### src/rtl/msp430_clock_gate_bank.sv
// Multi-channel glitch-free clock gate bank: per-channel wake/hold FSM
// drives a low-transparent latch + AND gate, with idle-timeout hysteresis.
module msp430_clock_gate_bank #(
  parameter int NCH         = 4,
  parameter int IDLE_CYCLES = 8
) (
  input  logic           clk,
  input  logic           reset_n,
  input  logic           scan_enable,
  input  logic [NCH-1:0] req,
  input  logic [NCH-1:0] force_on,
  output logic [NCH-1:0] gclk,
  output logic [NCH-1:0] ack,
  output logic [NCH-1:0] gate_en,
  output logic           all_off
);

  localparam int CW = ($clog2(IDLE_CYCLES + 1) > 1) ? $clog2(IDLE_CYCLES + 1) : 1;
  localparam logic [CW-1:0] HOLD_LOAD = (IDLE_CYCLES > 0) ? CW'(IDLE_CYCLES - 1) : '0;

  typedef enum logic [1:0] {
    S_OFF  = 2'd0,
    S_WAKE = 2'd1,
    S_ON   = 2'd2,
    S_HOLD = 2'd3
  } state_e;

  state_e          state_q [NCH];
  state_e          state_d [NCH];
  logic [CW-1:0]   cnt_q   [NCH];
  logic [CW-1:0]   cnt_d   [NCH];
  logic [NCH-1:0]  en_q, en_d;
  logic [NCH-1:0]  ack_q, ack_d;
  logic            all_off_q, all_off_d;
  logic [NCH-1:0]  lat_q;
  logic [NCH-1:0]  dem;

  assign dem = req | force_on;

  always_comb begin
    en_d      = en_q;
    ack_d     = '0;
    all_off_d = 1'b1;
    for (int i = 0; i < NCH; i++) begin
      state_d[i] = state_q[i];
      cnt_d[i]   = cnt_q[i];
      unique case (state_q[i])
        S_OFF: begin
          if (dem[i]) begin
            state_d[i] = S_WAKE;
            en_d[i]    = 1'b1;
          end
        end
        // WAKE always advances; a demand drop here is deliberately ignored
        S_WAKE: begin
          state_d[i] = S_ON;
        end
        S_ON: begin
          if (!dem[i]) begin
            if (IDLE_CYCLES > 0) begin
              state_d[i] = S_HOLD;
              cnt_d[i]   = HOLD_LOAD;
            end else begin
              state_d[i] = S_OFF;
              en_d[i]    = 1'b0;
            end
          end
        end
        S_HOLD: begin
          // Re-request takes priority over an expiring counter
          if (dem[i]) begin
            state_d[i] = S_ON;
            cnt_d[i]   = '0;
          end else if (cnt_q[i] == '0) begin
            state_d[i] = S_OFF;
            en_d[i]    = 1'b0;
          end else begin
            cnt_d[i] = cnt_q[i] - CW'(1);
          end
        end
        default: begin
          state_d[i] = S_OFF;
          en_d[i]    = 1'b0;
        end
      endcase
      ack_d[i] = (state_d[i] == S_ON) || (state_d[i] == S_HOLD);
      if (state_d[i] != S_OFF) all_off_d = 1'b0;
    end
  end

  always_ff @(posedge clk or negedge reset_n) begin
    if (!reset_n) begin
      for (int i = 0; i < NCH; i++) begin
        state_q[i] <= S_OFF;
        cnt_q[i]   <= '0;
      end
      en_q      <= '0;
      ack_q     <= '0;
      all_off_q <= 1'b1;
    end else begin
      for (int i = 0; i < NCH; i++) begin
        state_q[i] <= state_d[i];
        cnt_q[i]   <= cnt_d[i];
      end
      en_q      <= en_d;
      ack_q     <= ack_d;
      all_off_q <= all_off_d;
    end
  end

  // Latch only follows the enable while clk is low, so a high phase is never cut
  always_latch begin
    if (!clk) lat_q <= en_q | {NCH{scan_enable}};
  end

  assign gclk    = {NCH{clk}} & lat_q;
  assign ack     = ack_q;
  assign gate_en = en_q;
  assign all_off = all_off_q;

endmodule
### config.mk
export PLATFORM = sky130hd
export DESIGN_NAME = msp430_clock_gate_bank
export DESIGN_NICKNAME = d
export VERILOG_FILES = /design/src/rtl/msp430_clock_gate_bank.sv
export SDC_FILE = /design/constraint.sdc
export NUM_CORES = 1
export LEC_CHECK = 0
export BUFFER_PORTS_ARGS = -buffer_cell sky130_fd_sc_hd__buf_2
export CAP_MARGIN = 20
export CORE_ASPECT_RATIO = 1.75
export CORE_MARGIN = 10
export CORE_UTILIZATION = 45
export DETAILED_ROUTE_END_ITERATION = 10
export GPL_ROUTABILITY_DRIVEN = 0
export PLACE_DENSITY_LB_ADDON = 0.2
export SYNTH_ARGS = -nofsm -noshare
export SYNTH_HDL_FRONTEND = slang
export SYNTH_SLANG_ARGS = --single-unit
### constraint.sdc
create_clock -name clk -period 1.69 [get_ports clk]
set_input_delay 0.0845 -clock clk [delete_from_list [all_inputs] [get_ports clk]]
set_output_delay 0.0845 -clock clk [all_outputs]
set_load 0.005 [all_outputs]
==> run metrics <==
worst-margin pin slew 0.7018 ns; multi-input logic area between 900 and 1000 um^2; DRC violation count after routing 0; final clock skew 0.005001 ns; Worst R2R End all_off$_DFF_PN1_; Reg-to-Reg Start cnt_q[9]$_DFFE_PN0P_; FF+latch count, synth 33; Critical-path top delay cell dlxtn_2; crit start category latch; syn_nets around 220; Starting Density 46.95%; CP max stage delay around 0.40 ns; post-route insts no fill 295; min-delay worst type in2reg; synthesized cell area 1851 um^2; Die Ht 104.8 um; clock-pin transition on the worst setup and hold timing paths 0.06 ns; die width around 68 um; asr flop ratio synth between 80 and 90%; max-slew violation count 0; Crit path max-delay family latches; Reg area roughly 790 um^2; clk_lat worst skew 0.39 ns; failing checks setup timing; distinct cell type count after synthesis 44; routed vias around 1600; Core Rows 30; number of nets with antenna violations after routing 0; Max Cap Viol 0; Critical Path Start lat_q[3]$_DLATCH_N_; routed len/inst 14.60 um; Final #Nets around 260; WP depth 2; final setup margin -0.2591 ns; Post-DP HPWL ~3.1 mm; final wirelength 4.306 mm; port bufs 23; Leakage 1.109 nW; Worst Reg2Reg Path Length in Cells 6; drt via density between 5 and 6; # fillers 367; vias in the first global route 1751; CP max FO 1; RSZ-0062 raised after global routing true; Ys Warns 0; drt pass-1 iters 4; Main synth FF type dfrtp_1; worst rel slew slack 53.21%; reg-to-reg slack, setup 0.08 ns; synthesized area per cell 9.253 um^2; core area 3941 um^2; end of the critical path gclk[3]; TritonCTS clock tree built; EDFF count, synth 0; placed insts 279; hold_ws 0.008966 ns; initial antenna violation count 0; share of layout cells above drive strength 1 35.63%; io pins 24; worst path cell trace and2_4 -> buf_6; WP buf/inv 1; Layout area overhead 28.13%; endpoint type of the worst setup path output port; GR Overflow Total 0; die outline area around 7200 um^2; Pwr Density 1313 nW/um^2; GRT Overall Usage 13.76%; cell count after synthesis 200; first-pass GRT wire length 7.548 mm; largest net degree at the start of global routing 30; setup violators final 8; worst vdd rail ir drop 907.9 uV; number of diodes 0; worst endpoint data arrival time 1.86 ns; status finished, violations left; Setup Crit Path Kind latch2out; iteration-0 DRC count of the detailed router 64; WP data required 1.61 ns; Hold Vio Cnt, Final 0
## cells in the final DEF (no fill, tap or decap), types with 5 or more instances in the layout
| cell type | count |
|---|---|
| a21oi_1 | 5 |
| a22o_1 | 10 |
| buf_2 | 22 |
| buf_4 | 22 |
| clkbuf_8 | 9 |
| dfrtp_1 | 28 |
| inv_1 | 9 |
| nand2_1 | 17 |
| nand3_1 | 21 |
| nor2_1 | 12 |
| o21ai_0 | 7 |
| or2_2 | 5 |
## sequential cells by signal, indices dropped and copies added, names as in the netlist
register,count
ack,4
gate_en,4
state_q,4
cnt_q,16
all_off,1
lat_q,4
## synthesized netlist by cell type (all sizes together), types with 2 or more instances
cell	number	share of area, %
dfrtp	28	38
nand3	21	5.7
nand2	17	3.4
inv	13	2.6
nor2	13	2.8
o21ai	11	3.0
a22o	10	4.7
buf	7	2.9
nor3b	7	3.7
clkbuf	6	1.2
ha	6	4.1
or2	6	2.0
a21oi	5	1.4
mux2	5	3.0
nor3	5	1.4
o22ai	5	2.4
a32o	4	2.2
and2	4	1.4
dlxtn	4	3.2
o31ai	4	1.6
a22oi	2	0.81
and3	2	0.81
and4bb	2	1.6
clkinv	2	0.41
nand3b	2	0.81
nor4	2	1.0
or3b	2	0.95
## worst min-delay path: stages
cell     delay, ns
buf_2         0.09
nor3_2        0.05
a21oi_1       0.13
## worst min path at each step
stage / startpoint / end / slack, ns / depth (start not counted)
after floorplan: reset_n / ack[0]$_DFF_PN0_ / -0.21 / 0
after global placement: reset_n / cnt_q[10]$_DFFE_PN0P_ / 0.17 / 1
after detailed placement: reset_n / cnt_q[9]$_DFFE_PN0P_ / 0.17 / 1
after CTS: force_on[3] / ack[3]$_DFF_PN0_ / 0.005 / 3
after global routing: force_on[3] / ack[3]$_DFF_PN0_ / 0.009 / 3
final: force_on[3] / ack[3]$_DFF_PN0_ / 0.009 / 3
## area by class of cell
type | count | area share, %
Clock buffer | 15 | 6.649
Clock inverter | 2 | 1.425
Tap cell | 48 | 2.533
Multi-Input combinational cell | 139 | 41.90
Timing Repair Buffer | 43 | 11.82
Sequential cell | 33 | 33.30
Inverter | 15 | 2.375
## per-layer routing
metal  vias to the layer above  global-route usage (%)  share of wire, %
li1                        801                       -                 -
met1                       789                   12.60                38
met2                        28                   21.80                54
met3                        11                   5.668               4.9
met4                         0                   12.28               2.9
met5                         -                       0                 0
## stage by stage
stage	cell area, um^2	setup slack (ns)	setup TNS (ns)	power (mW)	utilization (%)
6_report	2371	-0.2591	-0.9741	3.113	60.16
5_1_grt	2371	-0.3013	-1.198	3.351	60.16
4_1_cts	2307	-0.2653	-1.018	3.114	58.54
3_5_place_dp	2107	-0.002450	-0.002450	1.990	53.46
3_3_place_gp	2107	0.03748	0	1.968	53.46
2_1_floorplan	1851	0.03611	0	1.630	-
## logic make-up (layout without fill, tap and decap cells)
| logic type | count (synthesis) | after routing | share of synthesized area (%) |
|---|---|---|---|
| simple gates | 85 | 85 | 26.17 |
| compound gates | 43 | 43 | 17.04 |
| flops | 29 | 29 | 39.28 |
| buf+inv | 28 | 75 | 7.167 |
| fa+ha+maj | 6 | 6 | 4.057 |
| mux | 5 | 5 | 3.042 |
| latches | 4 | 4 | 3.246 |
## what timing repair did
item | 4_1_cts | 5_1_grt
hold buffers | 2 | 0
setup endpoints to repair | 9 | 14
buffers inserted | 0 | 1
hold endpoints to repair | 29 | 0
pin swaps | 3 | 4
gates resized for setup | 3 | 15
## power by group
group / switching, mW / internal [mW]
registers: 0.155 / 0.918
logic: 0.388 / 0.426
clock network: 0.433 / 0.794
total: 0.976 / 2.14
Note: power is estimated with default switching activity, not from simulation.
